**src/rtl/ips2l_pcie_dma_bar_wr_arb_pkg.sv**
```systemverilog
// Shared definitions for the BAR RAM write arbiter: source-select state
// encoding, beat-counter width and a saturating increment helper.
package ips2l_pcie_dma_bar_wr_arb_pkg;

  localparam int CNT_W = 16;

  typedef enum logic [1:0] {
    ST_IDLE = 2'd0,
    ST_DMA  = 2'd1,
    ST_LOC  = 2'd2
  } arb_state_e;

  function automatic logic [CNT_W-1:0] sat_inc(input logic [CNT_W-1:0] v);
    return (v == {CNT_W{1'b1}}) ? v : v + {{(CNT_W-1){1'b0}}, 1'b1};
  endfunction

endpackage

```
**src/rtl/ips2l_pcie_dma_sync_fifo.sv**
```systemverilog
// Synchronous FIFO with extra-MSB pointers; the head entry is visible on
// dout_o whenever the FIFO is non-empty.
module ips2l_pcie_dma_sync_fifo #(
  parameter int WIDTH = 8,
  parameter int DEPTH = 4
) (
  input  logic             clk,
  input  logic             rst_n,
  input  logic             push_i,
  input  logic [WIDTH-1:0] din_i,
  input  logic             pop_i,
  output logic [WIDTH-1:0] dout_o,
  output logic             full_o,
  output logic             empty_o
);

  localparam int AW = $clog2(DEPTH);

  logic [AW:0]      wr_ptr_q, wr_ptr_d;
  logic [AW:0]      rd_ptr_q, rd_ptr_d;
  logic [WIDTH-1:0] mem_q [DEPTH];
  logic             do_push_s, do_pop_s;

  // Same index with differing wrap bits means the writer lapped the reader.
  assign full_o    = (wr_ptr_q[AW] != rd_ptr_q[AW]) && (wr_ptr_q[AW-1:0] == rd_ptr_q[AW-1:0]);
  assign empty_o   = (wr_ptr_q == rd_ptr_q);
  assign do_push_s = push_i & ~full_o;
  assign do_pop_s  = pop_i & ~empty_o;
  assign dout_o    = mem_q[rd_ptr_q[AW-1:0]];

  always_comb begin
    wr_ptr_d = wr_ptr_q + {{AW{1'b0}}, do_push_s};
    rd_ptr_d = rd_ptr_q + {{AW{1'b0}}, do_pop_s};
  end

  always_ff @(posedge clk) begin
    if (!rst_n) begin
      wr_ptr_q <= '0;
      rd_ptr_q <= '0;
    end else begin
      wr_ptr_q <= wr_ptr_d;
      rd_ptr_q <= rd_ptr_d;
    end
  end

  always_ff @(posedge clk) begin
    if (do_push_s) begin
      mem_q[wr_ptr_q[AW-1:0]] <= din_i;
    end
  end

endmodule

```
**src/rtl/ips2l_pcie_dma_bar_wr_arb.sv**
```systemverilog
// BAR RAM write-port arbiter: DMA beats pass with fixed 1-cycle latency, local
// beats are buffered and slotted into cycles where the DMA stream is idle.
module ips2l_pcie_dma_bar_wr_arb
  import ips2l_pcie_dma_bar_wr_arb_pkg::*;
#(
  parameter int ADDR_WIDTH   = 9,
  parameter int LOC_DEPTH    = 4,
  parameter int STARVE_LIMIT = 64
) (
  input  logic                  clk,
  input  logic                  rst_n,
  input  logic                  i_dma_wr_en,
  input  logic [ADDR_WIDTH-1:0] i_dma_wr_addr,
  input  logic [127:0]          i_dma_wr_data,
  input  logic [15:0]           i_dma_wr_be,
  input  logic [1:0]            i_dma_wr_bar_hit,
  input  logic                  i_loc_wr_valid,
  output logic                  o_loc_wr_ready,
  input  logic [ADDR_WIDTH-1:0] i_loc_wr_addr,
  input  logic [127:0]          i_loc_wr_data,
  input  logic [15:0]           i_loc_wr_be,
  input  logic [1:0]            i_loc_wr_bar_hit,
  output logic                  o_ram_wr_en,
  output logic [ADDR_WIDTH-1:0] o_ram_wr_addr,
  output logic [127:0]          o_ram_wr_data,
  output logic [15:0]           o_ram_wr_be,
  output logic [1:0]            o_ram_wr_bar_hit,
  output logic                  o_loc_starve,
  output logic [CNT_W-1:0]      o_dma_beat_cnt,
  output logic [CNT_W-1:0]      o_loc_beat_cnt
);

  localparam int BEAT_W = ADDR_WIDTH + 128 + 16 + 2;
  localparam int SW     = $clog2(STARVE_LIMIT + 1);
  localparam logic [SW-1:0] STARVE_MAX = SW'(STARVE_LIMIT);

  arb_state_e state_q, state_d;

  logic                  fifo_full_s, fifo_empty_s, push_s, pop_s;
  logic [BEAT_W-1:0]     head_s;
  logic [ADDR_WIDTH-1:0] head_addr_s;
  logic [127:0]          head_data_s;
  logic [15:0]           head_be_s;
  logic [1:0]            head_bar_s;

  logic [ADDR_WIDTH-1:0] ram_addr_q, ram_addr_d;
  logic [127:0]          ram_data_q, ram_data_d;
  logic [15:0]           ram_be_q, ram_be_d;
  logic [1:0]            ram_bar_q, ram_bar_d;
  logic [CNT_W-1:0]      dma_cnt_q, dma_cnt_d, loc_cnt_q, loc_cnt_d;
  logic [SW-1:0]         starve_cnt_q, starve_cnt_d;
  logic                  starve_q, starve_d;

  // Ready depends only on FIFO occupancy, never on the DMA stream.
  assign o_loc_wr_ready = ~fifo_full_s;
  assign push_s         = i_loc_wr_valid & ~fifo_full_s;
  assign pop_s          = ~i_dma_wr_en & ~fifo_empty_s;

  ips2l_pcie_dma_sync_fifo #(
    .WIDTH (BEAT_W),
    .DEPTH (LOC_DEPTH)
  ) u_loc_fifo (
    .clk     (clk),
    .rst_n   (rst_n),
    .push_i  (push_s),
    .din_i   ({i_loc_wr_addr, i_loc_wr_data, i_loc_wr_be, i_loc_wr_bar_hit}),
    .pop_i   (pop_s),
    .dout_o  (head_s),
    .full_o  (fifo_full_s),
    .empty_o (fifo_empty_s)
  );

  assign {head_addr_s, head_data_s, head_be_s, head_bar_s} = head_s;

  always_ff @(posedge clk) begin
    if (!rst_n) state_q <= ST_IDLE;
    else        state_q <= state_d;
  end

  always_comb begin
    state_d = ST_IDLE;
    if (i_dma_wr_en)        state_d = ST_DMA;
    else if (!fifo_empty_s) state_d = ST_LOC;
    else                    state_d = ST_IDLE;
  end

  always_comb begin
    o_ram_wr_en = 1'b0;
    case (state_q)
      ST_DMA, ST_LOC: o_ram_wr_en = 1'b1;
      default:        o_ram_wr_en = 1'b0;
    endcase
  end

  // Payload and beat counters follow the source chosen for the next cycle.
  always_comb begin
    ram_addr_d = ram_addr_q;
    ram_data_d = ram_data_q;
    ram_be_d   = 16'h0000;
    ram_bar_d  = ram_bar_q;
    dma_cnt_d  = dma_cnt_q;
    loc_cnt_d  = loc_cnt_q;
    case (state_d)
      ST_DMA: begin
        ram_addr_d = i_dma_wr_addr;
        ram_data_d = i_dma_wr_data;
        ram_be_d   = i_dma_wr_be;
        ram_bar_d  = i_dma_wr_bar_hit;
        dma_cnt_d  = sat_inc(dma_cnt_q);
      end
      ST_LOC: begin
        ram_addr_d = head_addr_s;
        ram_data_d = head_data_s;
        ram_be_d   = head_be_s;
        ram_bar_d  = head_bar_s;
        loc_cnt_d  = sat_inc(loc_cnt_q);
      end
      default: ram_be_d = 16'h0000;
    endcase
  end

  always_comb begin
    starve_cnt_d = starve_cnt_q;
    if (pop_s)                                            starve_cnt_d = '0;
    else if (!fifo_empty_s && starve_cnt_q != STARVE_MAX) starve_cnt_d = starve_cnt_q + SW'(1);
    else                                                  starve_cnt_d = starve_cnt_q;
    starve_d = starve_q | (starve_cnt_d == STARVE_MAX);
  end

  always_ff @(posedge clk) begin
    if (!rst_n) begin
      ram_addr_q   <= '0;
      ram_data_q   <= 128'h0;
      ram_be_q     <= 16'h0000;
      ram_bar_q    <= 2'b00;
      dma_cnt_q    <= '0;
      loc_cnt_q    <= '0;
      starve_cnt_q <= '0;
      starve_q     <= 1'b0;
    end else begin
      ram_addr_q   <= ram_addr_d;
      ram_data_q   <= ram_data_d;
      ram_be_q     <= ram_be_d;
      ram_bar_q    <= ram_bar_d;
      dma_cnt_q    <= dma_cnt_d;
      loc_cnt_q    <= loc_cnt_d;
      starve_cnt_q <= starve_cnt_d;
      starve_q     <= starve_d;
    end
  end

  assign o_ram_wr_addr    = ram_addr_q;
  assign o_ram_wr_data    = ram_data_q;
  assign o_ram_wr_be      = ram_be_q;
  assign o_ram_wr_bar_hit = ram_bar_q;
  assign o_loc_starve     = starve_q;
  assign o_dma_beat_cnt   = dma_cnt_q;
  assign o_loc_beat_cnt   = loc_cnt_q;

endmodule
```
**config.mk**
```make
export PLATFORM = sky130hd
export DESIGN_NAME = ips2l_pcie_dma_bar_wr_arb
export DESIGN_NICKNAME = d
export VERILOG_FILES = /design/src/rtl/ips2l_pcie_dma_bar_wr_arb_pkg.sv /design/src/rtl/ips2l_pcie_dma_sync_fifo.sv /design/src/rtl/ips2l_pcie_dma_bar_wr_arb.sv
export SDC_FILE = /design/constraint.sdc
export NUM_CORES = 1
export LEC_CHECK = 0
export CORE_ASPECT_RATIO = 0.7
export CORE_MARGIN = 2
export CORE_UTILIZATION = 50
export DETAILED_ROUTE_END_ITERATION = 10
export HOLD_SLACK_MARGIN = 0.08
export PLACE_DENSITY = 0.75
export SKIP_CTS_REPAIR_TIMING = 1
export SYNTH_ARGS = -nofsm -noshare
export SYNTH_HDL_FRONTEND = slang
export SYNTH_SLANG_ARGS = --single-unit
```
**constraint.sdc**
```tcl
create_clock -name clk -period 21.9 [get_ports clk]
set_input_delay 3.285 -clock clk [delete_from_list [all_inputs] [get_ports clk]]
set_output_delay 3.285 -clock clk [all_outputs]
set_load 0.05 [all_outputs]
```
==> summary.md <==
| Metric | Value |
|---|---|
| Worst-Skew Late Latency | 600 ps |
| CP Data Arrival Time | 3120 ps |
| CP Launch Type | flip-flop |
| I/O Buffers | 503 |
| Final setup margin | 15500 ps |
| Ports | 504 |
| Finished Layout Cells | 3305 |
| WL per Instance | 22.0 microns |
| Status | finished clean |
| DIE WIDTH | 303 microns |
| # DRC | 0 |
| Vias | between 15000 and 20000 |
| Register area share after synthesis | 72.6% |
| Commonest non-fill, non-tap cell in the layout | edfxtp_1 |
| Htree depth | 3 |
| Design Area, Final | 39400 sq um |
| CTS tree | built |
| Drt first-iter violations | approximately 1400 |
| Total grt overflow | 0 |
| Row count | 76 |
| Largest net degree at the start of global routing | 145 |
| EDFF count, synth | 620 |
| GPL Wtd Cong | 0.863 |
| Synth Area per Inst | 16.1 sq um |
| #FFs+latches synth | between 800 and 900 |
| Synth Instances | 1941 |
| Vias in the first global route | approximately 19000 |
| Clk buf depth | 3 |
| Core ar. | 61600 sq um |
| Fin util | 64.0% |
| Most frequent cells in the layout | 620 x edfxtp_1, 503 x clkdlybuf4s50_1, 320 x nand2_1 |
| Die Y-Extent | 213 microns |
| Worst-path maximum fanout | 66 |
| Asr flop ratio synth | 0% |
| Final total power | 3.92 mW |
| Placed Area | 37000 sq um |
| Count of distinct cell types in the synthesized netlist | 56 |
| Period utilization | 29.2% |
| RSZ-0062 raised after global routing | no |
| Filler Cells Inserted | approximately 4300 |
| CTS Root Cell | clkbuf_16 |
| Placed cell count | around 3200 |
| # clock sinks | 823 |
| Worst slew pin tran | 1170 ps |
| P per Cell Area | 99.4 nW/um^2 |
| Detailed Place HPWL | 45.6 mm |
| Max_cap viols | 0 |
| Antenna violations before repair | 18 |
| Worst Hold Class | flip-flop to flip-flop |
| Final TNS setup | 0 ps |
| DIE AREA | 64500 sq um |
| Worst endpoint required time | 18620 ps |
| Syn-to-layout area delta | 26.2% |
| Vias per Instance | around 5.7 |
| Setup violations, final | 0 |
| Min Hold Slack | 478 ps |
| DR pass1 iterations | 7 |
| CP Class | flip-flop to output port |
| Worst setup skew after layout | 15.7 ps |
| Slew Limit Fails | 0 |
| Global-route wire length before repair | about 110 mm |
| Clock transition at the registers of the reported paths | roughly 60 ps |
| Syn_nets | about 2300 |
| Worst vdd rail ir drop | ~0.08 mV |
| Layout Nets | 2737 |
| Share of cells above drive strength 1 | 12.4% |
| Peak Freq | 156 MHz |
| CP endpoint kind | output port |
| Leakage | 12.9 nW |
| GRT Resource Usage Total | 22.3% |
| Relative slew slack | 22.3% |
| Top_reg_cell synth | edfxtp_1 |
| Cell area after synthesis | 31200 sq um |
| Initial Util | 50.7% |
| YS warnings | 0 |
| Setup WS pre-CTS | approximately 15000 ps |
| ANT nets after route | 0 |
| Minimum clock period | 6400 ps |
| Cts bufs inserted | 76 |
| WL final | around 73 mm |
| Final Hold Fails | 0 |
## power by group
part | leakage (nW) | switching, mW | internal [mW]
Combinational | 4.29 | 0.495 | 0.312
Clock | 1.19 | 0.555 | 0.724
Sequential | 7.37 | 0.0489 | 1.78
Total | 12.9 | 1.10 | 2.82
## logic make-up (layout without fill, tap and decap cells)
family | Yosys count | count (layout) | share of synthesized area (%)
flops | 823 | 823 | 72.6
simple gates | 578 | 578 | 7.71
compound gates | 216 | 216 | 5.62
mux | 159 | 159 | 11.3
buf+inv | 138 | 675 | 1.91
xor+xnor | 19 | 19 | 0.557
fa+ha+maj | 8 | 8 | 0.320
other cells | 0 | 8 | 0
## critical path: stages, from the launching register on
cell and delay (ps):
dfxtp_4 1070, xnor2_1 320, nand3_1 270, clkdlybuf4s50_1 850
## routing by layer
| metal | global-route usage (%) | part of all wire, % | up-vias |
|---|---|---|---|
| met5 | 0 | 0.21 | - |
| li1 | - | - | 8506 |
| met1 | 29.9 | 41 | 9519 |
| met2 | 36.9 | 50 | 601 |
| met3 | 5.32 | 6.9 | 123 |
| met4 | 5.76 | 1.9 | 22 |
## registers in the layout, indices dropped and copies added, names as in the netlist
signal	cells
o_ram_wr_be	16
o_loc_starve	1
o_dma_beat_cnt	16
u_loc_fifo.wr_ptr_q	3
starve_cnt_q	7
u_loc_fifo.mem_q	620
state_q	2
o_ram_wr_addr	9
u_loc_fifo.rd_ptr_q	3
o_ram_wr_data	128
o_ram_wr_bar_hit	2
o_loc_beat_cnt	16
## worst paths after layout
path / start / end / slack (ps) / cells after the start
worst min register to register: o_ram_wr_data[36] / o_ram_wr_data[36] / 480 / 2
worst max-delay path: u_loc_fifo.rd_ptr_q[1] / o_loc_wr_ready / 15500 / 3
worst max register to register: u_loc_fifo.rd_ptr_q[1] / u_loc_fifo.mem_q[2][146] / 17790 / 6
worst min-delay path: o_ram_wr_data[36] / o_ram_wr_data[36] / 480 / 2
## cells in the mapped netlist (5+ instances only)
cell / n / area share, %
nor3_1: 9 / 0.14
nor2_1: 169 / 2.0
and2_1: 11 / 0.22
xor2_1: 9 / 0.25
inv_1: 7 / 0.084
nand4_1: 5 / 0.10
buf_4: 7 / 0.17
buf_2: 33 / 0.53
nand3_1: 23 / 0.37
mux4_2: 155 / 11
edfxtp_1: 620 / 60
clkbuf_1: 71 / 0.85
o31ai_1: 7 / 0.17
buf_1: 18 / 0.22
xnor2_1: 9 / 0.25
o211ai_1: 5 / 0.12
a21oi_1: 27 / 0.43
dfxtp_1: 203 / 13
ha_1: 8 / 0.32
and3_1: 5 / 0.10
or3_1: 6 / 0.12
or4_1: 5 / 0.12
nand2_1: 320 / 3.8
o21a_1: 5 / 0.12
o21ai_0: 10 / 0.16
a311oi_1: 139 / 3.9
a22o_1: 7 / 0.20
## layout make-up
cell class | count | area [sq um] | share of cell area [%]
Timing Repair Buffer | 526 | 5220 | 13.2
Tap cell | 819 | 1020 | 2.60
Multi-Input combinational cell | 980 | 8010 | 20.3
Antenna cell | 8 | 20.0 | 0.0508
Clock buffer | 113 | 2200 | 5.59
Sequential cell | 823 | 22700 | 57.5
Clock inverter | 28 | 211 | 0.536
Inverter | 8 | 47.5 | 0.121
Note: power is estimated with default switching activity, not from simulation.
